### src/rtl/vga_csr.sv
`default_nettype none
// ============================================================================
// Module   : vga_csr
// Brief    : VGA control/status registers with frame-boundary shadow commit,
//            frame counter and write-1-to-clear interrupt flags.
// Revision : 1.0 - initial release
// ============================================================================
module vga_csr #(
    parameter int DATA_W = 32,
    parameter int ADDR_W = 3
) (
    input  logic              clk_i,
    input  logic              rst_i,
    input  logic              write_en_i,
    input  logic [ADDR_W-1:0] addr_write_i,
    input  logic [DATA_W-1:0] data_i,
    input  logic              read_en_i,
    input  logic [ADDR_W-1:0] addr_read_i,
    output logic [DATA_W-1:0] data_o,
    input  logic              frame_start_i,
    input  logic              vblank_i,
    input  logic              underflow_i,
    output logic              enable_o,
    output logic              pattern_en_o,
    output logic [1:0]        pattern_sel_o,
    output logic [11:0]       bg_color_o,
    output logic [9:0]        cursor_x_o,
    output logic [9:0]        cursor_y_o,
    output logic              irq_o
);

    localparam logic [ADDR_W-1:0] c_addr_ctrl     = ADDR_W'(0);
    localparam logic [ADDR_W-1:0] c_addr_bg_color = ADDR_W'(1);
    localparam logic [ADDR_W-1:0] c_addr_cursor   = ADDR_W'(2);
    localparam logic [ADDR_W-1:0] c_addr_status   = ADDR_W'(3);
    localparam logic [ADDR_W-1:0] c_addr_irq_stat = ADDR_W'(4);
    localparam logic [ADDR_W-1:0] c_addr_irq_en   = ADDR_W'(5);
    localparam logic [ADDR_W-1:0] c_addr_commit   = ADDR_W'(6);

    logic [3:0]        r_ctrl_stg, r_ctrl_act;
    logic [11:0]       r_bg_stg, r_bg_act;
    logic [9:0]        r_cx_stg, r_cx_act;
    logic [9:0]        r_cy_stg, r_cy_act;
    logic              r_commit_pending;
    logic [15:0]       r_frame_cnt;
    logic [1:0]        r_irq_stat;
    logic [1:0]        r_irq_en;
    logic [DATA_W-1:0] r_data;

    logic              w_commit_req;
    logic [1:0]        w_irq_clr;
    logic [DATA_W-1:0] w_rd_mux;
    logic              w_unused_data;

    assign w_commit_req  = write_en_i && (addr_write_i == c_addr_commit) && data_i[0];
    assign w_irq_clr     = (write_en_i && (addr_write_i == c_addr_irq_stat)) ? data_i[1:0] : 2'b00;
    assign w_unused_data = ^{data_i[DATA_W-1:26], data_i[15:12]};

    // Staging registers are reported on read; the pipeline only ever sees the active copy.
    always_comb begin
        w_rd_mux = '0;
        case (addr_read_i)
            c_addr_ctrl:     w_rd_mux[3:0]   = r_ctrl_stg;
            c_addr_bg_color: w_rd_mux[11:0]  = r_bg_stg;
            c_addr_cursor:   begin
                w_rd_mux[9:0]   = r_cx_stg;
                w_rd_mux[25:16] = r_cy_stg;
            end
            c_addr_status:   begin
                w_rd_mux[0]     = r_commit_pending;
                w_rd_mux[1]     = vblank_i;
                w_rd_mux[31:16] = r_frame_cnt;
            end
            c_addr_irq_stat: w_rd_mux[1:0]   = r_irq_stat;
            c_addr_irq_en:   w_rd_mux[1:0]   = r_irq_en;
            default:         w_rd_mux        = '0;
        endcase
    end

    always_ff @(posedge clk_i) begin
        if (rst_i) begin
            r_ctrl_stg       <= '0;
            r_bg_stg         <= '0;
            r_cx_stg         <= '0;
            r_cy_stg         <= '0;
            r_irq_en         <= '0;
            r_data           <= '0;
        end else begin
            if (read_en_i) begin
                r_data <= w_rd_mux;
            end
            if (write_en_i) begin
                case (addr_write_i)
                    c_addr_ctrl:     r_ctrl_stg <= data_i[3:0];
                    c_addr_bg_color: r_bg_stg   <= data_i[11:0];
                    c_addr_cursor:   begin
                        r_cx_stg <= data_i[9:0];
                        r_cy_stg <= data_i[25:16];
                    end
                    c_addr_irq_en:   r_irq_en   <= data_i[1:0];
                    default:         ;
                endcase
            end
        end
    end

    // A pending commit is consumed by frame_start before a same-cycle COMMIT
    // write can re-arm it, so a commit issued on a frame edge waits one frame.
    always_ff @(posedge clk_i) begin
        if (rst_i) begin
            r_ctrl_act       <= '0;
            r_bg_act         <= '0;
            r_cx_act         <= '0;
            r_cy_act         <= '0;
            r_commit_pending <= 1'b0;
        end else if (frame_start_i && r_commit_pending) begin
            r_ctrl_act       <= r_ctrl_stg;
            r_bg_act         <= r_bg_stg;
            r_cx_act         <= r_cx_stg;
            r_cy_act         <= r_cy_stg;
            r_commit_pending <= 1'b0;
        end else if (w_commit_req) begin
            r_commit_pending <= 1'b1;
        end
    end

    // Set events take priority over a same-cycle W1C clear.
    always_ff @(posedge clk_i) begin
        if (rst_i) begin
            r_frame_cnt <= '0;
            r_irq_stat  <= '0;
        end else begin
            if (frame_start_i) begin
                r_frame_cnt <= r_frame_cnt + 16'd1;
            end
            r_irq_stat <= (r_irq_stat & ~w_irq_clr) | {underflow_i, frame_start_i};
        end
    end

    assign data_o        = r_data;
    assign enable_o      = r_ctrl_act[0];
    assign pattern_en_o  = r_ctrl_act[1];
    assign pattern_sel_o = r_ctrl_act[3:2];
    assign bg_color_o    = r_bg_act;
    assign cursor_x_o    = r_cx_act;
    assign cursor_y_o    = r_cy_act;
    assign irq_o         = |(r_irq_stat & r_irq_en);

endmodule
`default_nettype wire

### config.mk
export PLATFORM = sky130hd
export DESIGN_NAME = vga_csr
export DESIGN_NICKNAME = d
export VERILOG_FILES = /design/src/rtl/vga_csr.sv
export SDC_FILE = /design/constraint.sdc
export NUM_CORES = 1
export LEC_CHECK = 0
export ABC_AREA = 1
export CAP_MARGIN = 20
export CORE_ASPECT_RATIO = 1.25
export CORE_MARGIN = 1.5
export CORE_UTILIZATION = 30
export DETAILED_ROUTE_END_ITERATION = 12
export SYNTH_ARGS = -nofsm -noshare
export SYNTH_HDL_FRONTEND = slang
export SYNTH_SLANG_ARGS = --single-unit
### constraint.sdc
create_clock -name clk_i -period 1.4 [get_ports clk_i]
set_input_delay 0.21 -clock clk_i [delete_from_list [all_inputs] [get_ports clk_i]]
set_output_delay 0.21 -clock clk_i [all_outputs]
set_load 0.02 [all_outputs]
==> results of run 1 <==
[cell usage in the layout (no fill, tap or decap), types with 5 or more instances in the layout]
master	netlist	layout
a21oi_1	65	65
buf_4	7	32
clkbuf_1	13	5
clkdlybuf4s50_1	0	33
o21ai_1	5	5
inv_2	4	6
dlygate4sd2_1	0	63
nand4_1	5	5
nand3_1	20	19
nor3_1	6	6
dfxtp_1	121	119
buf_12	0	7
o22ai_1	10	10
inv_1	68	66
o21ai_0	91	91
nor2_1	106	104
clkbuf_16	0	17
nand2_1	74	73
[flip-flops by register name, indices dropped and copies added (netlist names)]
| name | count |
|---|---|
| bg_color_o | 12 |
| cursor_x_o | 10 |
| cursor_y_o | 10 |
| data_o | 28 |
| r_bg_stg | 12 |
| r_commit_pending | 1 |
| r_ctrl_act | 4 |
| r_ctrl_stg | 4 |
| r_cx_stg | 10 |
| r_cy_stg | 10 |
| r_frame_cnt | 16 |
| r_irq_en | 2 |
| r_irq_stat | 2 |
[critical path: stages (launching register included)]
cell,delay (ns)
dfxtp_4,0.36
ha_4,0.16
nand2_4,0.06
nor3_4,0.23
nand2_2,0.11
nor2_4,0.15
nand2_1,0.06
and3_1,0.13
[metrics by stage]
| step | power [mW] | worst slack [ns] | cells |
|---|---|---|---|
| floorplan | 3.99 | 0.163 | 642 |
| global placement | 4.34 | -0.378 | 956 |
| detailed placement | 4.35 | -0.388 | 956 |
| CTS | 8.87 | 0.0379 | 988 |
| global route | 9.12 | -0.0427 | 988 |
| finish | 8.80 | 0.0382 | 988 |
[what timing repair did]
item                       in CTS  in global routing
hold buffers                    0                  0
resized for setup              68                 13
buffers inserted                0                  0
pin swaps                       0                  4
setup endpoints to repair      65                 15
[per-layer routing]
layer	vias up	share of wire, %	track usage, %	wire length, µm
li1	2326	-	-	-
met1	2000	47	20.5	6220
met2	100	47	27.2	6280
met3	16	4.6	4.62	607
met4	0	1.6	6.48	210
met5	-	0	0	0
[logic make-up (layout without fill, tap and decap cells)]
family                     Yosys count  count (layout)  share of synthesized area, %
xor gates and xnor gates             2               2                         0.363
buffers and inverters              108             242                          9.36
other                                1               4                        0.0777
AOI/OAI and AO/OA                  180             180                          19.4
adders and majority gates            1               1                         0.259
and+or+nand+nor                    226             226                          20.3
DFF                                121             121                          50.2
[cell type report]
type                    instances  area [µm²]
clock buffers                  24         472
clock inverters                 8         143
fillers                      1645        8770
inverters                      72         270
multi-input cells             413        1990
flip-flops and latches        121        2430
well taps                     212         265
repair buffers                138        1290
[worst max path at each step]
stage                                        end  cells past startpoint
finish              r_frame_cnt[10]$_SDFFE_PP0P_                      7
global route        r_frame_cnt[10]$_SDFFE_PP0P_                      7
CTS                                   data_o[25]                      1
detailed placement        data_o[1]$_SDFFE_PP0P_                      9
global placement          data_o[0]$_SDFFE_PP0P_                      9
floorplan           r_frame_cnt[10]$_SDFFE_PP0P_                      7
[power groups by stage]
stage	Combinational (mW)	Clock [mW]	Sequential (mW)
after floorplan	0.294	0	3.69
after global placement	0.683	0	3.66
after detailed placement	0.685	0	3.66
after CTS	0.661	4.62	3.59
after global routing	0.733	4.79	3.60
final	0.663	4.54	3.59
==> summary.txt, run 1 <==
status - completed
Net Sw Power - 1.91 mW
Seq cells post-synth - 121
P_leak - 3.10 nW
Final Hold Viols - 0
DP Wirelength - 9.65 mm
routability-driven placement congestion ratio - 0.840
area growth from synthesis to layout - 42.2%
Max Cap Violations - 0
DIE HEIGHT - 145 µm
internal power - 6.89 mW
CP Capture Type - register
design area - 0.00686 mm²
sequential area share after synthesis - 50.2%
Crit Reg-Reg Endpoint - r_frame_cnt[10]$_SDFFE_PP0P_
Root Buffer - clkbuf_16
Tmin final - 1.36 ns
drt wl/cell - 13.5 µm
switching share of power - 21.7%
CTS tree - built
ys flop type - dfxtp_1
post-synthesis cell area - 0.00482 mm²
drt via density - 4.50
Clock Power Share - 51.7%
most common cell in the synthesized netlist - dfxtp_1
final wirelength - 13.3 mm
Cells after Synth - 639
Starting Density - 30.9%
Starting DRT DRC Count - 199
IR drop worst, VDD - 0.544 mV
Crit Path Class - register to register
Final period util - 97.3%
syn avg cell area - 7.55 µm²
largest cells by area after synthesis - dfxtp_1, o21ai_0, nor2_1
reg-to-reg slack, setup - 0.04 ns
worst hold path stage count - 3
asr flop ratio synth - 0%
clock tree buffer depth - 2
ANT nets after route - 0
min-delay worst type - input pin to register
worst-path fanout max - 3
CTS buffer count - 17
Clock Latency Late Sink - 0.41 ns
GRT Util Overall - 16.5%
Hold EP - r_irq_stat[1]$_SDFF_PP0_
Final setup violation count - 0
chip width - 116 µm
global route overflow - 0
Reg power frac - 40.8%
power per cell area - 1280 mW/mm²
first-pass GRT wire length - 21.3 mm
Logic pwr share - 7.5%
placed cell area - 0.00629 mm²
Final nets - 809
Data arrival, critical path - 1.66 ns
iteration count of the initial detailed-routing pass - 6
I/O Pins - 114
vias in the first global route - 4206
cell taking the most area after synthesis - dfxtp_1
WHS - 0.388 ns
post-synth top area share - 50.2%
fraction of final layout cells sized beyond drive strength 1 - 11.9%
reg2reg path depth - 7
H-tree Lvls - 4
Yosys warning count - 0
Final Slew Violations - 0
WP data required - 1.70 ns
Num Clock Sinks - 121
Synth top cells by count - dfxtp_1, nor2_1, o21ai_0
crit path launch type - register
number of enable flip-flop cells after synthesis - 0
full die area - 0.0169 mm²
Core Region - 0.0156 mm²
via count - 4442
RSZ-0062 raised after global routing - yes
Inserted Diodes - 0
reg-to-reg startpoint - r_frame_cnt[1]$_SDFFE_PP0P_
min-delay src - underflow_i
Port Buf Inserts - 99
# DRC - 0
Finished Core Util - 43.9%
count of cell types in the netlist - 35
Setup TNS - 0 ns
Final Skew - 0.00980 ns
Crit. Startpoint - r_frame_cnt[1]$_SDFFE_PP0P_
largest net degree at the start of global routing - 49
Clock Pin Slew Worst Setup and Hold Paths - 0.05 ns
f_max - 734 MHz
antenna violations before repair - 0
Placement Rows - 51
Note: power is estimated with default switching activity, not from simulation.
==> inputs of run 2 (changes only) <==
ABC_CLOCK_PERIOD_IN_PS = 1400   (was not set)
==> results of run 2 <==
Final layout, timing and power as in run 1 (identical DEF).
==> RTL edit 1: new RTL, config.mk and constraints of run 2 <==
Register the output `bg_color_o` once more, without a reset; this adds one clock of latency there. The other outputs are not delayed to match.
--- a/src/rtl/vga_csr.sv
+++ b/src/rtl/vga_csr.sv
@@ -141,7 +141,9 @@
     assign enable_o      = r_ctrl_act[0];
     assign pattern_en_o  = r_ctrl_act[1];
     assign pattern_sel_o = r_ctrl_act[3:2];
-    assign bg_color_o    = r_bg_act;
+    always_ff @(posedge clk_i) begin
+        bg_color_o <= r_bg_act;
+    end
     assign cursor_x_o    = r_cx_act;
     assign cursor_y_o    = r_cy_act;
     assign irq_o         = |(r_irq_stat & r_irq_en);
Behaviour: not the same (a bounded check fails within 4 cycles, from zero or initial values and one cycle with rst_i high).
==> RTL edit 1 against run 2 <==
Final cell count increased by 2.0%. Sequential cell count is 12 higher. Non-clock buffer count rose by 4. Cell area increased by 3.5%. Register-to-register slack improved by 0.07 ns. Power increased by 7.8%. Setup slack gained 0.017 ns. Synthesized area up 3.9%. Via count rose by 2.4%. Wire length up 0.45%. Worst hold slack worse by 0.042 ns. Largest cell class unchanged. Highest routed layer unchanged.
==> RTL edit 1: results (changes against run 2) <==
----------------------------------------------------
[Run status]
  Result of the run ... complete, no violations

[Setup path]
  Worst-path cell with the longest stage delay ... dfxtp_1
  CP Data Arrival Time ... 1.13 ns (-0.53 ns)
  Cell family contributing the most delay on the critical path ... flip-flops
  Peak fanout along the critical path ... 2 (-1)
  Delay of the slowest cell on the worst path ... 0.38 ns (+0.02 ns)

[Logic synthesis]
  Cell variety after synth ... 31 (-11%)
  Share of synthesized area occupied by flip-flops and latches ... 53.1% (+2.9 points)
  Post-Synthesis Mean Instance Area ... 7.70 sq um (+2.0%)
  Ranking of synthesized cells by instance count ... 133 x dfxtp_1, 101 x nor2_1, 94 x o21ai_0
  Share of async-settable or async-resettable flops after synthesis ... 0% (unchanged)
  Yosys warning count ... 0 (unchanged)
  Cells taking the most area after synthesis ... dfxtp_1 53%, o21ai_0 9.4%, nor2_1 7.6%

[GRT]
  Global-route wire length before repair ... 21.7 mm (+2.3%)
  Antenna violations before repair ... 0 (unchanged)
  Met1 track demand over resource in global routing ... 20.4% (-0.061 points)
  Vias in the first global route ... 4350 (+3.4%)
  Met2 usage in global routing ... 25.7% (-1.5 points)
  Total routing usage reported by global routing ... 16.0% (-0.53 points)
  Met3 usage in global routing ... 3.74% (-0.88 points)
  Maximum number of pins on one net before global-route repair ... 56 (+14%)

[CTS]
  CTS Buf Count ... 17 (unchanged)
  Reg clk slew, reported paths ... 0.06 ns
  Post-CTS setup buffer count ... 0 (unchanged)
  Clock latency on the worst-skew pair ... 0.43 ns (+0.02 ns)
  H-tree depth reported by CTS ... 4 (unchanged)
  Clk buf depth ... 2 (unchanged)
  Root buf cell ... clkbuf_16

[Timing]
  Clock skew after layout ... 0.0134 ns (+0.00357 ns)
  Final-report hold violation count ... 0 (unchanged)

[Layout]
  Finished Layout Cells ... 1008 (+2.0%)
  Final net count ... 825 (+2.0%)
  Fraction of layout cells with a size suffix above 1 ... 10.9% (-1.0 points)
  Largest register FFs ... 28 (unchanged)
  Ant diodes ... 0 (unchanged)

[Place]
  HPWL after DPL ... 9.45 mm (-2.1%)
  Final GP Congestion ... 0.878 (+4.5%)
  Post-placement cell count ... 976 (+2.1%)
  # port buffers ... 99 (unchanged)
  Pre-CTS worst setup slack ... -0.273 ns (+0.115 ns)
  Placed inst area ... 6520 sq um (+3.6%)

[Hold path]
  Path type of the worst min-delay path ... reg2reg

[Detailed routing]
  Number of iterations in the first detailed-routing pass ... 4 (-2)
  Initial drt markers ... 176 (-12%)
  Wire per inst ... 13.3 um (-1.5%)
  Drt via density ... 4.51 (+0.33%)

[Pwr]
  Static leakage ... 3.17 nW (+2.4%)
  VDD IR max ... 812 uV (+49%)

----------------------------------------------------
RTL edit 1: cell count changes in the layout (fill, tap and decap cells not counted), sizes merged, moves of 2 or more:
cell | before | now
nor2 | 110 | 104
clkinvlp | 1 | 4
o22ai | 10 | 12
o21ai | 96 | 94
clkinv | 3 | 5
a21oi | 65 | 71
nand3 | 22 | 24
dfxtp | 121 | 133
clkbuf | 24 | 19
a211oi | 3 | 1
buf | 40 | 44
RTL edit 1: kinds of logic (layout without fill, tap and decap cells):
| kind of cell | Yosys count | count (layout) | synth area share (%) |
|---|---|---|---|
| simple gates | 222 | 222 | 18.7 |
| xor+xnor | 2 | 2 | 0.349 |
| fa+ha+maj | 1 | 1 | 0.250 |
| other cells | 1 | 4 | 0.0748 |
| compound gates | 183 | 183 | 18.8 |
| buf+inv | 109 | 247 | 8.73 |
| flops | 133 | 133 | 53.1 |
RTL edit 1: cell type report:
type | count | area (sq um)
fill | 1708 | 9170
inverter | 73 | 274
multi-input combinational | 412 | 1930
clock inverter | 13 | 204
tap | 216 | 270
clock buffer | 19 | 453
timing repair buffer | 142 | 1310
sequential | 133 | 2660
RTL edit 1: worst reg2reg max path: cells and delay by family, from the launching register on:
family	cells	cell delay (ns)
flip-flops	1	0.33
adder cells (fa/ha/maj)	1	0.20
AND/OR/NAND/NOR	7	0.65
RTL edit 1: worst paths after layout:
kind                                     from                            to  slack (ns)  cells after the start
setup reg to reg  r_frame_cnt[0]$_SDFFE_PP0P_  r_frame_cnt[14]$_SDFFE_PP0P_        0.11                      8
hold / removal       r_bg_act[7]$_SDFFE_PP0P_         bg_color_o[7]$_DFF_P_        0.35                      0
setup / recovery       data_o[9]$_SDFFE_PP0P_                     data_o[9]        0.06                      1
hold reg to reg      r_bg_act[7]$_SDFFE_PP0P_         bg_color_o[7]$_DFF_P_        0.35                      0
RTL edit 1: routing by layer:
layer / share of wire [%] / up-vias
met3: 5.1 / 17
met5: 0 / -
met1: 47 / 2046
li1: - / 2371
met2: 46 / 113
met4: 1.9 / 0
RTL edit 1: what timing repair did:
item | 4_1_cts | 5_1_grt
setup endpoints to repair | 65 | 8
resized for setup | 68 | 5
pin swaps | 0 | 1
gates cloned | 0 | 0
RTL edit 1: report_power, final:
part	internal (mW)	switching, mW
clock	3.24	1.67
sequential	3.88	0.0473
combinational	0.286	0.367
total	7.41	2.08
==> RTL edit 2: new RTL, settings of run 2 <==
Without the edit above. `ADDR_W`: 3 -> 4.
--- a/src/rtl/vga_csr.sv
+++ b/src/rtl/vga_csr.sv
@@ -7,7 +7,7 @@
 // ============================================================================
 module vga_csr #(
     parameter int DATA_W = 32,
-    parameter int ADDR_W = 3
+    parameter int ADDR_W = 4
 ) (
     input  logic              clk_i,
     input  logic              rst_i,
Interface: changed (resized addr_read_i and addr_write_i); port bits go from 114 to 116. No check against the original RTL was run, so the function may have changed too.
==> RTL edit 2 against run 2 <==
Critical path depth stayed put. Setup slack got worse by 0.025 ns. Clock skew is 0.0032 ns lower. Combinational power down 3.9%. Cell area up 1.4%. First-iteration DRC count rose by 66%. Power grew 0.14%. Sequential cell count is the same. Wire length is 7.1% higher. Synthesized area rose by 0.23%. Utilization grew 0.45 points. Via count up 2.8%. Non-clock buffer count up 3.
==> RTL edit 2: results (changes against run 2) <==
----------------------------------------------------
[Pwr]
  Static leakage ... 3.11 nW (+0.36%)
  VDD IR max ... 738 uV (+36%)
  Switch Pwr ... 1.94 mW (+1.5%)

[Detailed routing]
  Number of iterations in the first detailed-routing pass ... 4 (-2)
  Total length of routed wires ... 14.3 mm (+7.1%)
  Initial drt markers ... 331 (+66%)
  Number of vias in the routed layout ... 4565 (+2.8%)

[Place]
  HPWL after DPL ... 10.2 mm (+5.4%)
  # port buffers ... 101 (+2.0%)
  Final GP Congestion ... 0.868 (+3.3%)
  Post-placement cell count ... 959 (+0.31%)
  Pre-CTS worst setup slack ... -0.288 ns (+0.100 ns)

[Hold path]
  Path type of the worst min-delay path ... in2reg
  Cell depth of the worst min-delay path ... 3 (unchanged)

[GRT]
  Maximum number of pins on one net before global-route repair ... 35 (-29%)
  Vias in the first global route ... 4339 (+3.2%)
  Global-route wire length before repair ... 22.6 mm (+6.3%)
  Total routing usage reported by global routing ... 17.5% (+0.97 points)

[Logic synthesis]
  Share of synthesized area occupied by flip-flops and latches ... 50.1% (-0.12 points)
  Adder-cell share of the synthesized area ... 0.259% (-0.00060 points)
  Synth Area in Compound Gates ... 20.3% (+0.89 points)
  Cell variety after synth ... 36 (+2.9%)
  Xor/xnor cell area share of the yosys netlist ... 0.362% (-0.00085 points)
  Instance count of the mapped netlist ... 640 (+0.16%)
  Ranking of synthesized cells by instance count ... 121 x dfxtp_1, 102 x nor2_1, 71 x a21oi_1

[Layout]
  Final net count ... 816 (+0.87%)
  Fraction of layout cells with a size suffix above 1 ... 13.6% (+1.7 points)
  Finished Layout Cells ... 992 (+0.40%)

[Setup path]
  CP Data Arrival Time ... 1.69 ns (+0.03 ns)
  R2R Setup Slk ... 0.01 ns (-0.02 ns)

[Timing]
  Hold Worst Slack ... 0.415 ns (+0.0269 ns)
  Clock skew after layout ... 0.00655 ns (-0.00325 ns)
  Setup WS post-layout ... 0.0132 ns (-0.0250 ns)

[Run status]
  Result of the run ... complete, no violations

----------------------------------------------------
## RTL edit 2: path summary, 6_finish.rpt
check | startpoint | endpoint
setup / recovery | r_frame_cnt[1]$_SDFFE_PP0P_ | r_frame_cnt[12]$_SDFFE_PP0P_
hold / removal | underflow_i | r_irq_stat[1]$_SDFF_PP0_
setup reg to reg | r_frame_cnt[1]$_SDFFE_PP0P_ | r_frame_cnt[12]$_SDFFE_PP0P_
hold reg to reg | data_o[11]$_SDFFE_PP0P_ | data_o[11]$_SDFFE_PP0P_
## RTL edit 2: layout make-up
type	instances	area [sq um]	share of cell area, %
sequential	121	2420	34.8
multi-input combinational	412	2020	29.0
timing repair buffer	141	1340	19.3
clock buffer	25	515	7.41
inverter	75	282	4.05
tap	212	265	3.81
clock inverter	6	110	1.58
## RTL edit 2: timing repair
action	CTS	global route
pin swaps	0	4
gates resized for setup	69	13
endpoints found under the setup margin	65	3
setup buffers	0	2
hold buffers	0	0
## RTL edit 2: logic make-up (layout without fill, tap and decap cells)
| family | after synthesis | in the layout |
|---|---|---|
| adders and majority gates | 1 | 1 |
| xor gates and xnor gates | 2 | 2 |
| DFF | 121 | 121 |
| other | 1 | 4 |
| and+or+nand+nor | 215 | 215 |
| AOI/OAI and AO/OA | 190 | 190 |
| buffers and inverters | 110 | 247 |
## RTL edit 2: through the flow
step | instance area [sq um] | utilization [%]
after global routing | 6960 | 44.3
after CTS | 6900 | 44.0
after detailed placement | 6360 | 40.5
after floorplan | 4850 | -
after global placement | 6360 | 40.5
final | 6960 | 44.3
## RTL edit 2: metal layers
layer	vias to the layer above	track usage (%)	routed length, um	share of wire [%]
met5	-	0	0	0
met4	0	6.27	249	1.7
met3	15	4.51	621	4.4
met2	104	27.7	6780	48
met1	2097	22.9	6610	46
li1	2349	-	-	-
## RTL edit 2: worst max-delay path, stage by stage (launching register included)
cell     delay (ns)
dfxtp_2        0.36
ha_4           0.16
nand2_4        0.06
nor3_4         0.26
buf_4          0.16
nand3_2        0.08
o21ai_1        0.16
a21oi_1        0.05
## RTL edit 2: power by group through the flow
stage	Combinational (mW)	Sequential, mW	Clock [mW]
4_1_cts	0.636	3.55	4.68
3_5_place_dp	0.658	3.63	0
3_3_place_gp	0.657	3.63	0
2_1_floorplan	0.275	3.66	0
6_report	0.637	3.56	4.62
5_1_grt	0.702	3.56	4.83
